--- config.mk ---
export PLATFORM = sky130hd
export DESIGN_NAME = clk_branch_seq
export DESIGN_NICKNAME = d
export VERILOG_FILES = /design/src/rtl/clk_branch_seq_pkg.sv /design/src/rtl/clk_branch_seq_timer.sv /design/src/rtl/clk_branch_seq.sv
export SDC_FILE = /design/constraint.sdc
export NUM_CORES = 1
export LEC_CHECK = 0
export CAP_MARGIN = 20
export CORE_MARGIN = 2
export CORE_UTILIZATION = 56
export CTS_CLUSTER_SIZE = 24
export DETAILED_ROUTE_END_ITERATION = 16
export GPL_ROUTABILITY_DRIVEN = 0
export MAX_ROUTING_LAYER = met4
export PLACE_DENSITY_LB_ADDON = 0.15
export SYNTH_ARGS = -nofsm -noshare
export SYNTH_HDL_FRONTEND = slang
export SYNTH_SLANG_ARGS = --single-unit
--- constraint.sdc ---
create_clock -name CLK -period 3.85 [get_ports CLK]
set_clock_uncertainty 0.2 [all_clocks]
set_input_delay 0.77 -clock CLK [delete_from_list [all_inputs] [get_ports CLK]]
set_output_delay 0.77 -clock CLK [all_outputs]
set_load 0.005 [all_outputs]
--- src/rtl/clk_branch_seq_pkg.sv ---
// Shared types and default sizes for the clock-branch sequencer.
//   state_e    : sequencer states
//   NUM_BR_DEF : default number of gated clock-inverter branches
//   STAG_W_DEF : default width of the stagger interval
//   is_ramp()  : true while the sequencer is stepping branches
package clk_branch_seq_pkg;

  localparam int unsigned NUM_BR_DEF = 4;
  localparam int unsigned STAG_W_DEF = 4;

  typedef enum logic [1:0] {
    ST_OFF     = 2'd0,
    ST_RAMP_UP = 2'd1,
    ST_ON      = 2'd2,
    ST_RAMP_DN = 2'd3
  } state_e;

  function automatic logic is_ramp(state_e s);
    return (s == ST_RAMP_UP) || (s == ST_RAMP_DN);
  endfunction

endpackage

--- src/rtl/clk_branch_seq_timer.sv ---
// Stagger interval counter: load, decrement toward zero, registered zero flag.
//   clk_i, rst_n_i : clock, async active-low reset (counter cleared)
//   load_i         : load load_val_i (has priority over dec_i)
//   dec_i          : decrement while nonzero
//   load_val_i     : reload value
//   zero_o         : counter is zero
module clk_branch_seq_timer #(
  parameter int unsigned W = 4
) (
  input  logic         clk_i,
  input  logic         rst_n_i,
  input  logic         load_i,
  input  logic         dec_i,
  input  logic [W-1:0] load_val_i,
  output logic         zero_o
);

  logic [W-1:0] cnt_q, cnt_d;
  logic         zero_q;

  // Next count
  always_comb begin
    cnt_d = cnt_q;
    if (load_i) begin
      cnt_d = load_val_i;
    end else if (dec_i && (cnt_q != '0)) begin
      cnt_d = cnt_q - W'(1);
    end
  end

  // Zero flag tracks the next count so it is valid in the same cycle as cnt_q
  always_ff @(posedge clk_i or negedge rst_n_i) begin
    if (!rst_n_i) begin
      cnt_q  <= '0;
      zero_q <= 1'b1;
    end else begin
      cnt_q  <= cnt_d;
      zero_q <= (cnt_d == '0);
    end
  end

  assign zero_o = zero_q;

endmodule

--- src/rtl/clk_branch_seq.sv ---
// Staggered power sequencer for gated clock-inverter branches.
// Ramps a thermometer-coded enable vector up/down one branch per stagger
// interval in response to a level request.
//   CLK     : clock (rising edge)
//   RN      : async active-low reset
//   req     : 1 = all branches on, 0 = all branches off
//   stagger : idle cycles between steps, sampled at each reload
//   br_en   : branch enables, thermometer-coded from bit 0
//   ack     : high in ON
//   busy    : high in RAMP_UP / RAMP_DN
// Build option: CLK_BRANCH_SEQ_FAST_DN_EN -- entering RAMP_DN clears all
// branches at once; OFF follows after the stagger interval.
module clk_branch_seq
  import clk_branch_seq_pkg::*;
#(
  parameter int unsigned NUM_BR = NUM_BR_DEF,
  parameter int unsigned STAG_W = STAG_W_DEF
) (
  input  logic              CLK,
  input  logic              RN,
  input  logic              req,
  input  logic [STAG_W-1:0] stagger,
  output logic [NUM_BR-1:0] br_en,
  output logic              ack,
  output logic              busy
);

  state_e            state_q, state_d;
  logic [NUM_BR-1:0] br_en_q, br_en_d;
  logic              ack_q, ack_d;
  logic              busy_q, busy_d;
  logic              tmr_load, tmr_dec, tmr_zero;

  clk_branch_seq_timer #(
    .W (STAG_W)
  ) u_timer (
    .clk_i      (CLK),
    .rst_n_i    (RN),
    .load_i     (tmr_load),
    .dec_i      (tmr_dec),
    .load_val_i (stagger),
    .zero_o     (tmr_zero)
  );

  // Next state, enables and timer control; a req reversal beats a pending step
  always_comb begin
    state_d  = state_q;
    br_en_d  = br_en_q;
    tmr_load = 1'b0;
    tmr_dec  = 1'b0;
    unique case (state_q)
      ST_OFF: begin
        if (req) begin
          state_d  = ST_RAMP_UP;
          br_en_d  = NUM_BR'(1);
          tmr_load = 1'b1;
        end
      end
      ST_RAMP_UP: begin
        if (!req) begin
          state_d  = ST_RAMP_DN;
          tmr_load = 1'b1;
`ifdef CLK_BRANCH_SEQ_FAST_DN_EN
          br_en_d  = '0;
`endif
        end else if (!tmr_zero) begin
          tmr_dec = 1'b1;
        end else if (br_en_q[NUM_BR-1]) begin
          state_d = ST_ON;
        end else begin
          br_en_d  = {br_en_q[NUM_BR-2:0], 1'b1};
          tmr_load = 1'b1;
        end
      end
      ST_ON: begin
        if (!req) begin
          state_d  = ST_RAMP_DN;
          tmr_load = 1'b1;
`ifdef CLK_BRANCH_SEQ_FAST_DN_EN
          br_en_d  = '0;
`else
          br_en_d  = {1'b0, br_en_q[NUM_BR-1:1]};
`endif
        end
      end
      ST_RAMP_DN: begin
        if (req) begin
          state_d  = ST_RAMP_UP;
          tmr_load = 1'b1;
        end else if (!tmr_zero) begin
          tmr_dec = 1'b1;
        end else if (br_en_q == '0) begin
          state_d = ST_OFF;
        end else begin
          br_en_d  = {1'b0, br_en_q[NUM_BR-1:1]};
          tmr_load = 1'b1;
        end
      end
      default: state_d = ST_OFF;
    endcase
    ack_d  = (state_d == ST_ON);
    busy_d = is_ramp(state_d);
  end

  // State and registered outputs
  always_ff @(posedge CLK or negedge RN) begin
    if (!RN) begin
      state_q <= ST_OFF;
      br_en_q <= '0;
      ack_q   <= 1'b0;
      busy_q  <= 1'b0;
    end else begin
      state_q <= state_d;
      br_en_q <= br_en_d;
      ack_q   <= ack_d;
      busy_q  <= busy_d;
    end
  end

  assign br_en = br_en_q;
  assign ack   = ack_q;
  assign busy  = busy_q;

endmodule

==> results of run 1 <==
[routing by layer]
| metal | part of all wire (%) | wire length [µm] |
|---|---|---|
| met5 | 0 | 0 |
| met4 | 1.7 | 27 |
| met3 | 4.4 | 70 |
| met2 | 44 | 713 |
| met1 | 50 | 795 |
[placed cells by master (no fill, tap or decap), types with 2 or more instances in the layout]
cell type        Yosys  layout
nor2_1               3       3
o21ai_0              6       6
clkdlybuf4s50_1      0      12
nand3b_1             2       2
mux2_4               5       5
clkbuf_4             0       3
nand3_1              2       2
nor2b_1              2       2
nand2b_1             2       2
nand2_1             11      11
dfrtp_1             12      12
inv_1                6       6
a31oi_1              3       3
mux2i_1              2       2
a32oi_1              2       2
[worst register-to-register path, stage by stage (launching register included)]
cell and delay, ns:
dfrtp_1 0.44, nor4_4 0.46, a211oi_2 0.17, o21bai_4 0.27, mux2_4 0.33
[registers in the layout, indices dropped and copies added, names as in the netlist]
| register | cells |
|---|---|
| br_en | 4 |
| u_timer.cnt_q | 4 |
| state_q | 2 |
| ack | 1 |
| busy | 1 |
| u_timer.zero_o | 1 |
[metrics by stage]
step	area [µm²]	util [%]	total power, mW	worst slack, ns	hold WS [ns]
after CTS	1040	69.2	0.702	1.35	0.396
after global placement	1020	67.4	0.601	1.08	0.369
final	1040	69.2	0.699	1.35	0.393
after floorplan	903	-	0.522	1.71	0.274
after global routing	1040	69.2	0.751	1.26	0.420
after detailed placement	1020	67.4	0.615	1.05	0.376
[power by group through the flow]
stage                     Clock [mW]  Combinational, mW  Sequential [mW]
final                         0.0863              0.343            0.270
after global routing          0.0923              0.380            0.279
after CTS                     0.0883              0.347            0.267
after detailed placement           0              0.345            0.270
after global placement             0              0.333            0.268
after floorplan                    0              0.281            0.241
[cell families (layout without fill, tap and decap cells)]
family                   after synthesis  after routing  share of synthesized area [%]
AND/OR/NAND/NOR                       33             33                           22.4
AO/OA/AOI/OAI                         22             22                           21.2
flip-flops                            13             13                           36.2
buffers and inverters                 10             22                           5.54
multiplexers                           7              7                           10.5
XOR/XNOR                               2              2                           2.77
adder cells (fa/ha/maj)                1              1                           1.38
[Yosys cell counts, types with 2 or more instances]
library cell	instances	area, µm²
nand2b_1	2	12.5
nor2_1	3	11.3
a31oi_1	3	18.8
mux2_4	5	75.1
a32oi_1	2	17.5
dfrtp_1	12	300
inv_1	6	22.5
nand2_1	11	41.3
nor2b_1	2	12.5
nand3b_1	2	15.0
nand3_1	2	10.0
buf_4	3	22.5
mux2i_1	2	20.0
o21ai_0	6	30.0
[path summary, 6_finish.rpt]
check / to / slack, ns / startpoint / cells past startpoint
setup / recovery: u_timer.cnt_q[0] / 1.35 / req / 5
hold / removal: state_q[0] / 0.39 / u_timer.zero_o / 1
setup reg to reg: u_timer.cnt_q[0] / 1.87 / br_en[0] / 4
hold reg to reg: state_q[0] / 0.39 / u_timer.zero_o / 1
max in group asynchronous: ack / 2.40 / RN / 1
min in group asynchronous: busy / 0.66 / RN / 1
[area by class of cell]
class | instances | share of cell area [%]
repair buffers | 12 | 11.5
inverters | 6 | 2.16
clock buffers | 4 | 2.52
multi-input cells | 65 | 50.5
well taps | 16 | 1.92
flip-flops and latches | 13 | 31.3
==> impl_metrics.tcl, run 1 <==
set metrics [dict create \
    ios 13 \
    p_int_mw 0.423 \
    arrival_ns 2.47 \
    postSynthAreaPerCell_um2 10.3 \
    final_max_slew_viol_count 0 \
    p_switching_mw 0.275 \
    rsz0062_at_grt "no" \
    cts_buffers 3 \
    num-fill-cells 114 \
    ys_seq_area_share_pct 36.1 \
    dr.pass1.iters 4 \
    wl_per_cell_um 13.8 \
    fin_crit_sh_pct 64.9 \
    swShare_pct 39.4 \
    start_util_pct 60.0 \
    areaGrowthSynthToFinish_pct 15.4 \
    post-dp-hpwl_mm 1.23 \
    met3_usage_pct 4.90 \
    clk_pin_slew_ns 0.08 \
    insertion_delay_ns 0.28 \
    first_iter_violations 7 \
    crit_path_top_delay_cell "clkdlybuf4s50_1" \
    drive_above_1_share_pct 18.0 \
    grt_pass1_wl_mm 2.66 \
    power_frac_clock_pct 12.4 \
    max_slew_margin_pct 60.5 \
    htree_num_levels 1 \
    cts_hold_buf 0 \
    critPathMaxFanout 8 \
    final_net_count 109 \
    rows 14 \
    antenna_found_initial 0 \
    cts_buffer_depth 2 \
    ff_latch_area_um2 327 \
    viasPerCell 5.82 \
    fmax_ghz 0.400 \
    synth-edff-count 0 \
    hp-class "reg2reg" \
    path_delay_family "buffers and inverters" \
    core-area_um2 1510 \
    path_buf_inv 1 \
    gr-usage-met2_pct 28.2 \
    worst_slew_pin_slew_ns 0.591 \
    placedCellCount 112 \
    die_area_um2 1950 \
    die_y_um 44.2 \
    die_x_um 44.2 \
    cts.sinks 13 \
    hold_viol 0 \
    end_kind "register" \
    n_antenna_cell 0 \
    seq_power_share_pct 38.6 \
    layout.cells.non_filler 116 \
    setup_tns_ns 0 \
    ctsResizeCount 0 \
    globalRoute.busiestLayer "met2" \
    syn-num-nets 96 \
    status "finished clean" \
    cp.required_ns 3.82 \
    drv_cap 0 \
    cts_tree "yes" \
    first_global_vias 587 \
    multi_input_area_um2 527 \
    irDropWorstVdd_v 0.000415 \
    ys.flop_type "dfrtp_1" \
    fin_crit_ns 2.50 \
    root_buffer "clkbuf_4" \
    yosysUniqueCellTypes 41 \
    overflow 0 \
    synthArstFlopShare_pct 100 \
    grt_usage_pct 20.1 \
    setup_viol 0 \
    netlist_area_um2 903 \
    dr_total_vias 675 \
    drtAntennaViolNets 0 \
    startpoint_type "primary input" \
    yosysWarnings 0 \
    wl_mm 1.61 \
    combPwrFrac_pct 49.1 \
    p_leak_nw 0.434 \
    port_buffers 12 \
    slowest_delay_ns 0.66 \
    pwr_density_cell_nw_per_um2 671 \
    criticalPathCategory "in2reg" \
    ys_ff_latch 13 \
    post_cts_buffers 0 \
    grt_util_met1_pct 27.3 \
    synthCells 88 \
    grt_max_degree 14 \
    drc_errors 0 \
    path_cells "clkdlybuf4s50_1 > xor2_2 > nand2_1 > o21bai_4 > mux2_4" \
]
Note: power is estimated with default switching activity, not from simulation.
==> run 2, diff against run 1 <==
--- a/config.mk
+++ b/config.mk
@@ -7,7 +7,7 @@
 export LEC_CHECK = 0
 export CAP_MARGIN = 20
 export CORE_MARGIN = 2
-export CORE_UTILIZATION = 56
+export CORE_UTILIZATION = 47
 export CTS_CLUSTER_SIZE = 24
 export DETAILED_ROUTE_END_ITERATION = 16
 export GPL_ROUTABILITY_DRIVEN = 0
==> constraint.sdc (replaced) <==
create_clock -name CLK -period 2.25 [get_ports CLK]
set_clock_uncertainty 0.2 [all_clocks]
set_input_delay 0.45 -clock CLK [delete_from_list [all_inputs] [get_ports CLK]]
set_output_delay 0.45 -clock CLK [all_outputs]
set_load 0.005 [all_outputs]
==> run 2 against run 1 <==
Effect of this change: sequential share of layout area is 1.2 points lower; non-clock buffer count is 4 higher; final cell count is 11% higher; combinational power is 76% higher; wire length is 6.0% higher; count of clock-buffer cells in the layout is 1 lower; sequential cell count stayed put; utilization is 7.7 points lower; via count is 3.1% higher; critical endpoint is now br_en[3]; largest cell class unchanged; largest power group unchanged.
==> impl_metrics.tcl, run 2 (synthesis results as in run 1) <==
set metrics [dict create \
    status "finished clean" \
    n_antenna_cell 0 \
    worst_slew_pin_slew_ns 0.595 \
    clk_pin_slew_ns 0.08 \
    die_area_um2 2290 \
    core-area_um2 1760 \
    drv_cap 0 \
    root_buffer "clkbuf_4" \
    power_frac_clock_pct 12.1 \
    drtAntennaViolNets 0 \
    rsz0062_at_grt "no" \
    viasPerCell 5.40 \
    r2r_slack_ns 0.28 \
    dr_total_vias 696 \
    p_leak_nw 0.456 \
    criticalPathCategory "reg2out" \
    fin_crit_sh_pct 91.1 \
    port_buffers 12 \
    grt_usage_pct 18.1 \
    dr.pass1.iters 4 \
    cts_tree "yes" \
    p_int_mw 0.733 \
    drc_errors 0 \
    power.total_mw 1.21 \
    ctsResizeCount 0 \
    p_switching_mw 0.473 \
    cts_buffers 3 \
    wl_per_cell_um 13.2 \
    hp-class "in2async" \
    hold_ws_ns 0.341 \
    num-fill-cells 160 \
    grt_max_degree 14 \
    slowest_delay_ns 0.57 \
    dpl_worst_slack_ns 0.0109 \
    cts.sinks 13 \
    overflow 0 \
    max_slew_margin_pct 60.2 \
    path_cells "clkdlybuf4s50_1" \
    final_cell_mix "dfrtp_1, clkdlybuf4s50_1, nand2_1" \
    final_max_slew_viol_count 0 \
    irDropWorstVdd_v 0.000770 \
    first_global_vias 643 \
    start_util_pct 51.2 \
    grt_pass1_wl_mm 2.76 \
    worst_slack_ns 0.201 \
    final_net_count 113 \
    arrival_ns 1.40 \
    swShare_pct 39.2 \
    cts_buffer_depth 2 \
    setup_viol 0 \
    post-dp-hpwl_mm 1.27 \
    pwr_density_cell_nw_per_um2 1110 \
    ios 13 \
    first_iter_violations 23 \
    hold_viol 0 \
    drive_above_1_share_pct 22.1 \
    htree_num_levels 1 \
    startpoint_type "register" \
    fmax_ghz 0.488 \
    rows 15 \
    seq_power_share_pct 38.0 \
    critPathLaunch "br_en[3]" \
    wl_mm 1.70 \
    fin_crit_ns 2.05 \
    path_delay_family "buffers and inverters" \
    antenna_found_initial 0 \
    insertion_delay_ns 0.28 \
    ff_latch_area_um2 327 \
    post_cts_buffers 0 \
    die_y_um 47.8 \
    combPwrFrac_pct 49.9 \
    critPathMaxFanout 10 \
    setup_tns_ns 0 \
    areaGrowthSynthToFinish_pct 20.1 \
    crit_path_top_delay_cell "clkdlybuf4s50_1" \
    final_area_um2 1080 \
    multi_input_area_um2 527 \
    end_kind "output pin" \
    r2r-start "br_en[0]" \
    path_buf_inv 1 \
    die_x_um 47.8 \
    cts_hold_buf 0 \
    cp.required_ns 1.60 \
    place_area_um2 1060 \
]
==> run 2: cell types whose count changed in the layout (fill, tap and decap cells not counted) <==
cell      delta
buf_4        +4
clkinv_2     +1
clkbuf_1     -1
==> run 2: routing by layer <==
metal	vias up	global-route usage (%)	routed length, µm
met5	-	-	0
met4	0	4.86	12
met3	2	5.66	78
met2	15	26.1	760
met1	333	24.4	849
li1	346	-	-
==> run 2: layout make-up <==
class,count,share of cell area [%]
timing repair buffer,16,13.8
clock inverter,1,0.461
multi-input combinational,65,48.6
inverter,6,2.08
sequential,13,30.1
clock buffer,3,2.08
tap,25,2.88
==> run 2: power by group through the flow <==
| stage | combinational [mW] | sequential, mW | clock (mW) |
|---|---|---|---|
| floorplan | 0.482 | 0.412 | 0 |
| global placement | 0.594 | 0.459 | 0 |
| detailed placement | 0.606 | 0.460 | 0 |
| CTS | 0.608 | 0.457 | 0.153 |
| global route | 0.663 | 0.480 | 0.160 |
| finish | 0.602 | 0.459 | 0.146 |
==> run 2: final timing paths <==
kind                                     to  cells past startpoint
min reg2reg                            busy                      1
max reg2reg                u_timer.cnt_q[0]                      4
max in group asynchronous  u_timer.cnt_q[0]                      1
max                                br_en[3]                      1
min in group CLK                       busy                      1
min                        u_timer.cnt_q[1]                      1
==> run 2: per-stage QoR <==
step           cells  utilization (%)
6_report         129             61.5
5_1_grt          129             61.5
4_1_cts          129             61.5
3_5_place_dp     125             59.9
3_3_place_gp     125             59.9
2_1_floorplan     88                -
